### src/rtl/proc_seq_pkg.sv
// Shared definitions for the processor stage sequencer and its decoders.
// Holds state encodings and the opcode/funct constants the sequencer cares about.
package proc_seq_pkg;

    typedef enum logic [2:0] {
        S_IDLE   = 3'd0,
        S_FETCH  = 3'd1,
        S_DECODE = 3'd2,
        S_EXE    = 3'd3,
        S_MEM    = 3'd4,
        S_WB     = 3'd5,
        S_HALT   = 3'd6
    } state_t;

    localparam logic [5:0] OP_RTYPE = 6'h00;
    localparam logic [5:0] OP_JAL   = 6'h03;
    localparam logic [5:0] OP_ADDI  = 6'h08;
    localparam logic [5:0] OP_SLTI  = 6'h0a;
    localparam logic [5:0] OP_ANDI  = 6'h0c;
    localparam logic [5:0] OP_ORI   = 6'h0d;
    localparam logic [5:0] OP_LUI   = 6'h0f;
    localparam logic [5:0] OP_PUSH  = 6'h1b;
    localparam logic [5:0] OP_POP   = 6'h1c;
    localparam logic [5:0] OP_X1D   = 6'h1d;
    localparam logic [5:0] OP_LW    = 6'h23;
    localparam logic [5:0] OP_SW    = 6'h2b;

    localparam logic [5:0] FN_JR    = 6'h08;

endpackage

### src/rtl/proc_op_classifier.sv
// Combinational opcode classifier shared by the sequencer and control decoder.
// In: opcode_i, funct_i. Out: is_mem_read_o, is_mem_write_o, is_rf_write_o.
module proc_op_classifier
    import proc_seq_pkg::*;
(
    input  logic [5:0] opcode_i,
    input  logic [5:0] funct_i,
    output logic       is_mem_read_o,
    output logic       is_mem_write_o,
    output logic       is_rf_write_o
);

    always_comb begin
        is_mem_read_o  = (opcode_i == OP_LW) || (opcode_i == OP_POP);
        is_mem_write_o = (opcode_i == OP_SW) || (opcode_i == OP_PUSH);
        is_rf_write_o  = 1'b0;
        unique case (opcode_i)
            OP_RTYPE: is_rf_write_o = (funct_i != FN_JR);
            OP_ADDI, OP_X1D, OP_ANDI, OP_ORI, OP_LUI,
            OP_SLTI, OP_LW, OP_JAL, OP_POP:
                is_rf_write_o = 1'b1;
            default:  is_rf_write_o = 1'b0;
        endcase
    end

endmodule

### src/rtl/proc_stage_sequencer.sv
// Multi-cycle FETCH/DECODE/EXE/MEM/WB sequencer with memory wait timeout.
// In: CLK, RST, RUN, INSTRUCTION, MEM_READY. Out: STATE, IR, strobes, BUSY,
// TIMEOUT_ERR, INST_COUNT.
module proc_stage_sequencer
    import proc_seq_pkg::*;
#(
    parameter int DATA_WIDTH   = 32,
    parameter int MEM_WAIT_MAX = 15,
    parameter int SKIP_MEM     = 1,
    parameter int CNT_WIDTH    = 16
) (
    input  logic                  CLK,
    input  logic                  RST,
    input  logic                  RUN,
    input  logic [DATA_WIDTH-1:0] INSTRUCTION,
    input  logic                  MEM_READY,
    output logic [2:0]            STATE,
    output logic [DATA_WIDTH-1:0] IR,
    output logic                  READ,
    output logic                  WRITE,
    output logic                  IR_LOAD,
    output logic                  RF_READ,
    output logic                  RF_WRITE,
    output logic                  PC_LOAD,
    output logic                  BUSY,
    output logic                  TIMEOUT_ERR,
    output logic [CNT_WIDTH-1:0]  INST_COUNT
);

    localparam int WAIT_W = (MEM_WAIT_MAX > 1) ? $clog2(MEM_WAIT_MAX + 1) : 1;
    localparam logic [WAIT_W-1:0] WAIT_LIM = WAIT_W'(MEM_WAIT_MAX);
    localparam bit TMO_EN = (MEM_WAIT_MAX > 0);
    localparam bit SKIP_EN = (SKIP_MEM != 0);

    state_t                state_q, state_d;
    logic [DATA_WIDTH-1:0] ir_q, ir_d;
    logic [WAIT_W-1:0]     wait_q, wait_d;
    logic                  terr_q, terr_d;
    logic [CNT_WIDTH-1:0]  cnt_q, cnt_d;

    logic rd_q, rd_d;
    logic wr_q, wr_d;
    logic rfr_q, rfr_d;
    logic rfw_q, rfw_d;
    logic pcl_q, pcl_d;
    logic busy_q, busy_d;

    logic op_rd, op_wr, op_rfw, op_mem, tmo_hit;

    // IR only changes on FETCH->DECODE, so classifying ir_q is valid
    // for every transition into EXE, MEM and WB.
    proc_op_classifier u_cls (
        .opcode_i       (ir_q[DATA_WIDTH-1:DATA_WIDTH-6]),
        .funct_i        (ir_q[5:0]),
        .is_mem_read_o  (op_rd),
        .is_mem_write_o (op_wr),
        .is_rf_write_o  (op_rfw)
    );

    assign op_mem  = op_rd | op_wr;
    assign tmo_hit = TMO_EN && (wait_q == WAIT_LIM);

    always_comb begin
        state_d = state_q;
        ir_d    = ir_q;
        wait_d  = wait_q;
        terr_d  = terr_q;
        cnt_d   = cnt_q;
        unique case (state_q)
            S_IDLE: begin
                if (RUN) begin
                    state_d = S_FETCH;
                    wait_d  = '0;
                end
            end
            S_FETCH: begin
                if (MEM_READY) begin
                    ir_d    = INSTRUCTION;
                    state_d = S_DECODE;
                end else if (tmo_hit) begin
                    state_d = S_HALT;
                    terr_d  = 1'b1;
                end else begin
                    wait_d = wait_q + WAIT_W'(1);
                end
            end
            S_DECODE: state_d = S_EXE;
            S_EXE: begin
                if (op_mem || !SKIP_EN) begin
                    state_d = S_MEM;
                    wait_d  = '0;
                end else begin
                    state_d = S_WB;
                end
            end
            S_MEM: begin
                // Non-memory ops pass through MEM in one cycle.
                if (!op_mem || MEM_READY) begin
                    state_d = S_WB;
                end else if (tmo_hit) begin
                    state_d = S_HALT;
                    terr_d  = 1'b1;
                end else begin
                    wait_d = wait_q + WAIT_W'(1);
                end
            end
            S_WB: begin
                cnt_d = cnt_q + CNT_WIDTH'(1);
                if (RUN) begin
                    state_d = S_FETCH;
                    wait_d  = '0;
                end else begin
                    state_d = S_IDLE;
                end
            end
            S_HALT:  state_d = S_HALT;
            default: state_d = S_HALT;
        endcase
    end

    // Strobes are registered from the next state so they are glitch-free
    // and stable for the whole time the state is held.
    always_comb begin
        rd_d   = (state_d == S_FETCH) || ((state_d == S_MEM) && op_rd);
        wr_d   = (state_d == S_MEM) && op_wr;
        rfr_d  = (state_d == S_DECODE);
        rfw_d  = (state_d == S_WB) && op_rfw;
        pcl_d  = (state_d == S_WB);
        busy_d = (state_d != S_IDLE) && (state_d != S_HALT);
    end

    always_ff @(posedge CLK) begin
        if (RST) begin
            state_q <= S_IDLE;
            ir_q    <= '0;
            wait_q  <= '0;
            terr_q  <= 1'b0;
            cnt_q   <= '0;
            rd_q    <= 1'b0;
            wr_q    <= 1'b0;
            rfr_q   <= 1'b0;
            rfw_q   <= 1'b0;
            pcl_q   <= 1'b0;
            busy_q  <= 1'b0;
        end else begin
            state_q <= state_d;
            ir_q    <= ir_d;
            wait_q  <= wait_d;
            terr_q  <= terr_d;
            cnt_q   <= cnt_d;
            rd_q    <= rd_d;
            wr_q    <= wr_d;
            rfr_q   <= rfr_d;
            rfw_q   <= rfw_d;
            pcl_q   <= pcl_d;
            busy_q  <= busy_d;
        end
    end

    assign STATE       = state_q;
    assign IR          = ir_q;
    assign READ        = rd_q;
    assign WRITE       = wr_q;
    assign IR_LOAD     = (state_q == S_FETCH) && MEM_READY;
    assign RF_READ     = rfr_q;
    assign RF_WRITE    = rfw_q;
    assign PC_LOAD     = pcl_q;
    assign BUSY        = busy_q;
    assign TIMEOUT_ERR = terr_q;
    assign INST_COUNT  = cnt_q;

endmodule

### config.mk
export PLATFORM = sky130hd
export DESIGN_NAME = proc_stage_sequencer
export DESIGN_NICKNAME = d
export VERILOG_FILES = /design/src/rtl/proc_seq_pkg.sv /design/src/rtl/proc_op_classifier.sv /design/src/rtl/proc_stage_sequencer.sv
export SDC_FILE = /design/constraint.sdc
export NUM_CORES = 1
export LEC_CHECK = 0
export ABC_AREA = 1
export CAP_MARGIN = 10
export CELL_PAD_IN_SITES_DETAIL_PLACEMENT = 0
export CELL_PAD_IN_SITES_GLOBAL_PLACEMENT = 2
export CORE_ASPECT_RATIO = 0.75
export CORE_UTILIZATION = 21
export CTS_BUF_LIST = sky130_fd_sc_hd__clkbuf_16
export DETAILED_ROUTE_END_ITERATION = 6
export HOLD_SLACK_MARGIN = 0.03
export PLACE_DENSITY_LB_ADDON = 0.1
export SLEW_MARGIN = 20
export SYNTH_ARGS = -nofsm -noshare
export SYNTH_HDL_FRONTEND = slang
export SYNTH_SLANG_ARGS = --single-unit
export TNS_END_PERCENT = 1
### constraint.sdc
create_clock -name CLK -period 1.4 [get_ports CLK]
set_input_delay 0.28 -clock CLK [delete_from_list [all_inputs] [get_ports CLK]]
set_output_delay 0.28 -clock CLK [all_outputs]
set_load 0.005 [all_outputs]
Yosys cells after proc, flatten, opt, wreduce, memory -nomap -nowiden
Index checks and enable logic that the tools add are counted.
{"block": "totals", "output_inout_bits": 59, "ff_bits": 62, "inputBits": 36}
{"block": "classes", "reduce_logical": 20, "mux": 18, "n_eq_ne": 27, "add_sub_neg": 2, "n_bitwise": 1}
{"operator": "6-bit by 4-bit == test with 1-bit output, second input constant", "n": 5}
{"operator": "4-bit 2-to-1 mux", "n": 5}
{"operator": "6-bit by 5-bit == test with 1-bit output, second input constant", "n": 3}
{"operator": "3-bit case mux with 6 select lines", "n": 1}
{"operator": "16-bit by 1-bit adder with 16-bit output, second input constant", "n": 1}
{"operator": "4-bit case mux with 4 select lines", "n": 1}
{"operator": "3-bit == test, second input constant", "n": 4}
{"operator": "6-bit == test, second input constant", "n": 2}
{"operator": "3-bit 2-to-1 mux", "n": 4}
{"operator": "3-bit by 2-bit == test with 1-bit output, second input constant", "n": 3}
{"operator": "9-bit OR reduction", "n": 1}
{"operator": "3-bit by 1-bit == test with 1-bit output, second input constant", "n": 2}
{"operator": "6-bit by 2-bit == test with 1-bit output, second input constant", "n": 1}
{"operator": "6-bit zero test", "n": 1}
{"operator": "2-bit inequality test, second input constant", "n": 3}
{"operator": "6-bit by 4-bit inequality test with 1-bit output, second input constant", "n": 1}
{"operator": "1-bit logical AND", "n": 5}
{"operator": "1-bit 2-to-1 mux", "n": 5}
{"operator": "5-bit AND reduction", "n": 1}
{"operator": "4-bit by 1-bit adder with 4-bit output, second input constant", "n": 1}
{"operator": "4-bit == test, second input constant", "n": 1}
{"operator": "1-bit logical OR", "n": 4}
{"operator": "1-bit case mux with 2 select lines", "n": 2}
{"operator": "4-bit nonzero test", "n": 1}
{"operator": "other kinds (10)", "n": 10}

Depth between registers and ports, before layout
Gate-level depths: netlist (run 1).
{"block": "depth", "ltp_word": 10, "depth_mapped": 13}

Modules after synthesis
From an unflattened synthesis (run 1), not the netlist that was laid out.
{"block": "hier_totals", "hier_cells": 412, "hier_area_um2": 2901.5}
{"module": "proc_stage_sequencer", "cells_each": 371, "seq_area_each_um2": 1241.2, "instances": 1, "area_per_inst_um2": 2731.4}
{"module": "proc_op_classifier", "cells_each": 41, "seq_area_each_um2": 0.0, "instances": 1, "area_per_inst_um2": 170.2}

Worst setup path after synthesis (run 1)
No wires, ideal clock.
{"block": "synth_timing", "path_kind": "reg-to-reg", "start": "register state_q[1] (netlist: STATE[1])", "end": "register wait_q[1]", "slack_ps": -55, "path_stages_with_launch": 12, "arrival_ps": 1323, "required_ps": 1268, "synth_period_minus_slack_ps": 1455, "path_cell_list": "dfxtp_1 -> inv_2 -> nand2_1 -> nor2_2 -> inv_1 -> nor2_1 -> nor2_1 -> o21ai_1 -> nor2_2 -> nand3_2 -> nand2_1 -> a21oi_1"}
{"block": "synth_via", "elab_chain_cells": 4, "elab_cells_between_ends": 13}
{"element": "from (decl)", "line": "proc_stage_sequencer.sv:35", "rtl": "state_t state_q, state_d;"}
{"element": "from (signal assigned)", "line": "proc_stage_sequencer.sv:146", "rtl": "state_q <= state_d;"}
{"element": "3-bit == test / 3-bit zero test (equally long branches)", "line": "proc_stage_sequencer.sv:69", "rtl": "unique case (state_q)"}
{"element": "2-bit OR reduction (no source line)"}
{"element": "2-bit by 1-bit inequality test with 1-bit output (no source line) / 4-bit nonzero test (equally long branches)"}
{"element": "5-bit AND reduction (no source line)"}
{"element": "to (signal assigned)", "line": "proc_stage_sequencer.sv:148", "rtl": "wait_q <= wait_d;"}
{"element": "to (decl)", "line": "proc_stage_sequencer.sv:37", "rtl": "logic [WAIT_W-1:0] wait_q, wait_d;"}
Several ways; a longest one is shown, not always the timed one.
A chain may end at the register's enable or synchronous reset.

Worst setup path in the final report (run 1)
{"block": "layout_timing", "start": "register state_q[1] (netlist: STATE[1])", "end": "output port IR_LOAD"}
{"block": "layout_via", "elab_chain_cells": 2}
{"element": "3-bit by 1-bit == test with 1-bit output", "line": "proc_stage_sequencer.sv:164", "rtl": "assign IR_LOAD = (state_q == S_FETCH) && MEM_READY;"}
{"element": "1-bit logical AND", "line": "proc_stage_sequencer.sv:164"}
{"element": "to (decl)", "line": "proc_stage_sequencer.sv:21", "rtl": "output logic IR_LOAD,"}
Every way passes these cells.

==> results of run 1 <==
[area by class of cell]
type	count	area [um2]	share of cell area (%)
timing repair buffer	155	1410	28.7
multi-input combinational	278	1530	31.3
tap	166	208	4.24
clock inverter	7	90.1	1.84
sequential	62	1280	26.1
clock buffer	9	225	4.60
inverter	39	156	3.19
[per-layer routing]
layer,share of wire [%],GRT usage (%),up-vias,routed length (um)
met4,1.6,4.15,0,144
li1,-,-,1583,-
met2,43,21.0,72,3800
met3,6.7,6.16,14,599
met5,0,0,-,0
met1,49,17.8,1322,4380
[flip-flops by register name (all words and copies together) (netlist names), 3 cells and up]
name / cells
INST_COUNT: 16
IR: 32
STATE: 3
wait_q: 4
[worst min-delay path by stage]
stage / depth (start not counted) / endpoint / from
detailed placement: 2 / TIMEOUT_ERR$_SDFFE_PP0P_ / TIMEOUT_ERR$_SDFFE_PP0P_
global route: 2 / TIMEOUT_ERR$_SDFFE_PP0P_ / TIMEOUT_ERR$_SDFFE_PP0P_
finish: 2 / TIMEOUT_ERR$_SDFFE_PP0P_ / TIMEOUT_ERR$_SDFFE_PP0P_
floorplan: 1 / wait_q[0]$_SDFFE_PP0P_ / RST
CTS: 2 / TIMEOUT_ERR$_SDFFE_PP0P_ / TIMEOUT_ERR$_SDFFE_PP0P_
global placement: 2 / TIMEOUT_ERR$_SDFFE_PP0P_ / TIMEOUT_ERR$_SDFFE_PP0P_
[where the power goes]
| part | switching (mW) | internal, mW | total, mW | leakage [nW] |
|---|---|---|---|---|
| registers | 0.189 | 2.12 | 2.31 | 0.517 |
| clock network | 0.833 | 1.55 | 2.38 | 0.157 |
| logic | 1.68 | 1.52 | 3.21 | 1.62 |
| total | 2.70 | 5.19 | 7.90 | 2.29 |
[kinds of logic (layout without fill, tap and decap cells)]
family / after synthesis / in the layout
and+or+nand+nor: 206 / 206
buffers and inverters: 52 / 210
DFF: 62 / 62
AOI/OAI and AO/OA: 67 / 67
xor gates and xnor gates: 3 / 3
adders and majority gates: 2 / 2
[metrics by stage]
stage,setup WS [ns],instances
final,-0.165,716
after floorplan,-0.00387,392
after CTS,-0.189,715
after global routing,-0.284,716
after detailed placement,-0.560,698
after global placement,-0.581,698
[critical path, cell delays in order (launching register included)]
cell and delay [ns]:
dfxtp_4 0.35, inv_4 0.05, nand2_2 0.06, nor2_4 0.12, inv_2 0.06, nor2_4 0.18, buf_6 0.14
[placed cells by master, fill, tap and decap left out, types with 2 or more instances in the layout]
cell type,n
inv_1,32
nor3_1,5
nand2_2,9
clkinv_2,2
nand3_4,2
xor2_1,3
nor2_2,29
dfxtp_2,22
nand3_1,19
dfxtp_4,3
o21ai_0,36
clkbuf_2,2
inv_2,6
a21oi_1,18
nor2_1,61
dlygate4sd2_1,52
buf_4,50
buf_12,4
bufinv_16,2
nand4_1,7
buf_6,10
clkbuf_16,9
clkdlybuf4s50_1,36
nand2_1,52
nor2_4,11
nand3_2,4
o21ai_1,4
o21ai_2,3
dfxtp_1,37
[repair_timing]
| item | 4_1_cts | 5_1_grt |
|---|---|---|
| gates resized for setup | 124 | 54 |
| buffers inserted | 1 | 1 |
| setup endpoints to repair | 115 | 62 |
| pin swaps | 3 | 10 |
==> impl_metrics.tcl, run 1 <==
set metrics [dict create \
    status "finished, violations left" \
    violations "setup timing" \
    fillers 1347 \
    antenna_found_initial 0 \
    crit_path_start "STATE[1]$_SDFF_PP0_" \
    drv_cap 0 \
    viasPerCell 4.18 \
    leakagePower_nw 2.29 \
    tns_ns -1.39 \
    ctsLongestPathBuffers 2 \
    max_slew_margin_pct 78.1 \
    async_flop_share_pct 0 \
    fmax_mhz 639 \
    yosysUniqueCellTypes 30 \
    min_period_ns 1.56 \
    worstMarginPinSlew_ns 0.326 \
    r2r_slack_ns -0.12 \
    wl_per_cell_um 12.5 \
    grt_use_total_pct 13.9 \
    setup_violations 29 \
    fin_area_um2 4900 \
    required_ns 1.12 \
    layout.nets 583 \
    report.final.slew_viol_count 0 \
    areaGrowthSynthToFinish_pct 77.7 \
    muxShareOfSynthArea_pct 0 \
    setup_ws_ns -0.165 \
    rr_worst_depth 11 \
    routed_wl_mm 8.93 \
    syn_nets 430 \
    synth.avg_cell_area_um2 7.03 \
    vias 2991 \
    cts_root_buffer "clkbuf_16" \
    cp-end-kind "primary output" \
    synth_top_family_by_area "simple AND/OR/NAND/NOR gates" \
    synth_adder_area_share_pct 0.907 \
    grt_pass1_vias 2898 \
    initial_core_util_pct 22.0 \
    ys_seq_elements 62 \
    dr.pass1.iters 4 \
    clock_latency_ns 0.33 \
    endpoint "IR_LOAD" \
    cts_tree "built" \
    yosysTopAreaCell "dfxtp_1" \
    powerDensity_nw_per_um2 1610 \
    yosys.area_share.simple_pct 32.8 \
    clkSlewWorstSetupHoldPaths_ns 0.05 \
    grt_pass1_wl_mm 14.6 \
    period_share_pct 112 \
    netlist_instances 392 \
    finClkSkew_ns 0.00702 \
    min_path_type "reg2reg" \
    ir_drop_v 0.000681 \
    clock-sinks 62 \
    hpwl_mm 6.44 \
    rsz0062_at_grt "true" \
    synth_compound_area_share_pct 12.9 \
    dieArea_um2 13600 \
    yosysSeqAreaShare_pct 45.0 \
    route.detailed.drc 0 \
    drive_gt1_share_pct 32.7 \
    rows 35 \
    place_area_um2 4340 \
    ant_nets 0 \
    io_buffers 94 \
    grt_max_degree 28 \
    synthFlopType "dfxtp_1" \
    core_area_um2 12500 \
    cts_hold_buf 0 \
    synth_top_area_share_pct 45.0 \
    gp_congestion 0.763 \
    power_mw 7.90 \
    worstPathArrival_ns 1.28 \
    drt_iter0_markers 89 \
    worst_hold_slack_ns 0.443 \
    die_h_um 101 \
    hold_viol 0 \
    crit_type "reg2out" \
    synth_area_leaders "dfxtp_1 45%, nor2_1 13%, nand2_1 7.9%, o21ai_0 7.6%, inv_1 5.0%" \
    globalRouteOverflowTotal 0 \
    start_kind "register" \
    r2r_end "INST_COUNT[10]$_SDFFE_PP0N_" \
    synth_edf_count 0 \
    synth-xor-area-share_pct 0.953 \
    crit_fanout 4 \
    pin_count 95 \
    yosys_warnings 0 \
    ys_top_cells_by_count "96 x nor2_1, 62 x dfxtp_1, 58 x nand2_1, 42 x o21ai_0, 37 x inv_1" \
    r2r-start "STATE[1]$_SDFF_PP0_" \
    syn-cell-area_um2 2760 \
    diodes 0 \
    htreeDepth 3 \
    numCtsBuffers 9 \
    die_x_um 134 \
    synth_most_common_cell "nor2_1" \
    finalCoreUtilization_pct 39.1 \
]
(Power assumes the default switching activity.)
==> inputs of run 2 (changes only) <==
- ABC_CLOCK_PERIOD_IN_PS: unset -> 1400
==> results of run 2 <==
Same layout as run 1: the final DEF is identical, and so are final timing and power.
==> inputs of run 3 (changes only) <==
- ABC_CLOCK_PERIOD_IN_PS: 1400 -> 2000
- CORE_UTILIZATION: 21 -> 26
- clock period: 1.4 -> 2 ns (I/O delays scaled with it)
==> run 3 against run 2 <==
Compared with the run above:
- the run ends with DRC left
- sequential cell count unchanged
- die area down 19%
- clock skew hardly changed
- non-clock buffer count decreased by 43
- critical endpoint unchanged
==> impl_metrics.tcl, run 3 (synthesis gave the netlist of run 1 again) <==
set metrics [dict create \
    globalRouteOverflowTotal 0 \
    diodes 0 \
    fillers 1055 \
    setup_ws_ns 0.170 \
    layout_common_cells "96 x nor2_1, 93 x clkdlybuf4s50_1, 61 x dfxtp_1" \
    rows 32 \
    rsz0062_at_grt "false" \
    crit_type "reg2out" \
    status "finished, violations left" \
    worstMarginPinSlew_ns 0.390 \
    required_ns 1.60 \
    grt_use_total_pct 16.0 \
    routed_wl_mm 7.86 \
    crit_path_start "STATE[1]$_SDFF_PP0_" \
    slowest_stage "dfxtp_2" \
    leakagePower_nw 1.72 \
    ctsLongestPathBuffers 2 \
    gp_congestion 0.781 \
    clock_latency_ns 0.33 \
    areaGrowthSynthToFinish_pct 54.4 \
    ant_nets 0 \
    crit_fanout 4 \
    viasPerCell 4.39 \
    slowest_delay_ns 0.34 \
    worstPathCellList "inv_2 -> nand2_1 -> nor2_2 -> inv_1 -> nor2_1 -> buf_4 -> dlygate4sd2_1" \
    cp-end-kind "primary output" \
    largest_reg_flops 32 \
    min_path_type "reg2reg" \
    clkSlewWorstSetupHoldPaths_ns 0.05 \
    layout_commonest_cell "nor2_1" \
    drive_gt1_share_pct 9.88 \
    pin_count 95 \
    route.detailed.drc 1 \
    antenna_found_initial 0 \
    r2r_slack_ns 0.20 \
    dr.pass1.iters 7 \
    die_x_um 121 \
    htreeDepth 3 \
    hpwl_mm 5.77 \
    layout.nets 540 \
    grt_max_degree 27 \
    worst_hold_slack_ns 0.446 \
    period_share_pct 91.5 \
    setup_violations 0 \
    multi_input_area_um2 1310 \
    start_kind "register" \
    cts_root_buffer "clkbuf_16" \
    max_slew_margin_pct 73.8 \
    min_from "TIMEOUT_ERR$_SDFFE_PP0P_" \
    numCtsBuffers 9 \
    dieArea_um2 11000 \
    report.final.slew_viol_count 0 \
    violations "DRC" \
    ir_drop_v 0.000373 \
    min_period_ns 1.83 \
    grt_pass1_vias 2838 \
    grt_pass1_wl_mm 13.7 \
    die_h_um 91.2 \
    initial_core_util_pct 26.8 \
    drt_iter0_markers 161 \
    clock-sinks 62 \
    hold_viol 0 \
    cts_tree "built" \
    fmax_mhz 546 \
    finClkSkew_ns 0.00736 \
    core_area_um2 10300 \
    io_buffers 94 \
    finalCoreUtilization_pct 41.4 \
    drv_cap 0 \
    r2r-start "STATE[1]$_SDFF_PP0_" \
    wl_per_cell_um 12.2 \
    pre_cts_slack_ns -0.0600 \
    worstPathArrival_ns 1.43 \
    cts_hold_buf 0 \
    vias 2818 \
    powerDensity_nw_per_um2 1160 \
    seq_area_um2 1240 \
]
==> run 3: cell types whose count changed in the layout (fill, tap and decap cells not counted), sizes merged, moves of 2 or more <==
cell / delta
dlygate4sd2: -51
clkbuf: -2
clkdlybuf4s50: +57
buf: -46
==> run 3: critical path: cells and delay by family, from the launching register on <==
kind,cells,cell delay [ns]
DFF,1,0.34
buffers and inverters,4,0.50
and+or+nand+nor,3,0.27
==> run 3: cell type report <==
| class | instances | share of cell area (%) |
|---|---|---|
| clock buffers | 9 | 5.29 |
| flip-flops and latches | 62 | 29.2 |
| inverters | 39 | 3.44 |
| clock inverters | 6 | 1.50 |
| multi-input cells | 278 | 30.8 |
| well taps | 136 | 4.00 |
| repair buffers | 112 | 25.8 |
==> run 3: repair_timing <==
action,CTS,global route
setup endpoints to repair,1,1
gates resized for setup,2,0
buffers inserted,2,0
pin swaps,1,1
==> run 3: report_power, final <==
part	switching [mW]	internal (mW)
registers	0.145	1.47
logic	0.926	0.862
clock network	0.561	0.953
==> run 3: per-stage QoR <==
stage                     power [mW]  TNS [ns]  cell area, um2  instances
after floorplan                 2.54         0            2760        392
after global placement          3.44   -0.0713            3950        625
after detailed placement        3.42   -0.0600            3950        625
after CTS                       4.99         0            4260        642
after global routing            5.30         0            4260        642
final                           4.92         0            4260        642
==> run 3: worst paths after layout <==
kind | end | depth (start not counted)
hold / removal | TIMEOUT_ERR$_SDFFE_PP0P_ | 2
setup reg to reg | wait_q[1]$_SDFFE_PP0P_ | 13
hold reg to reg | TIMEOUT_ERR$_SDFFE_PP0P_ | 2
setup / recovery | IR_LOAD | 7
==> run 3: metal layers <==
| metal | GRT usage (%) | wire (um) | up-vias |
|---|---|---|---|
| met3 | 7.47 | 802 | 8 |
| met5 | 0 | 0 | - |
| li1 | - | - | 1489 |
| met4 | 5.56 | 95 | 0 |
| met2 | 23.7 | 3270 | 87 |
| met1 | 20.1 | 3690 | 1234 |
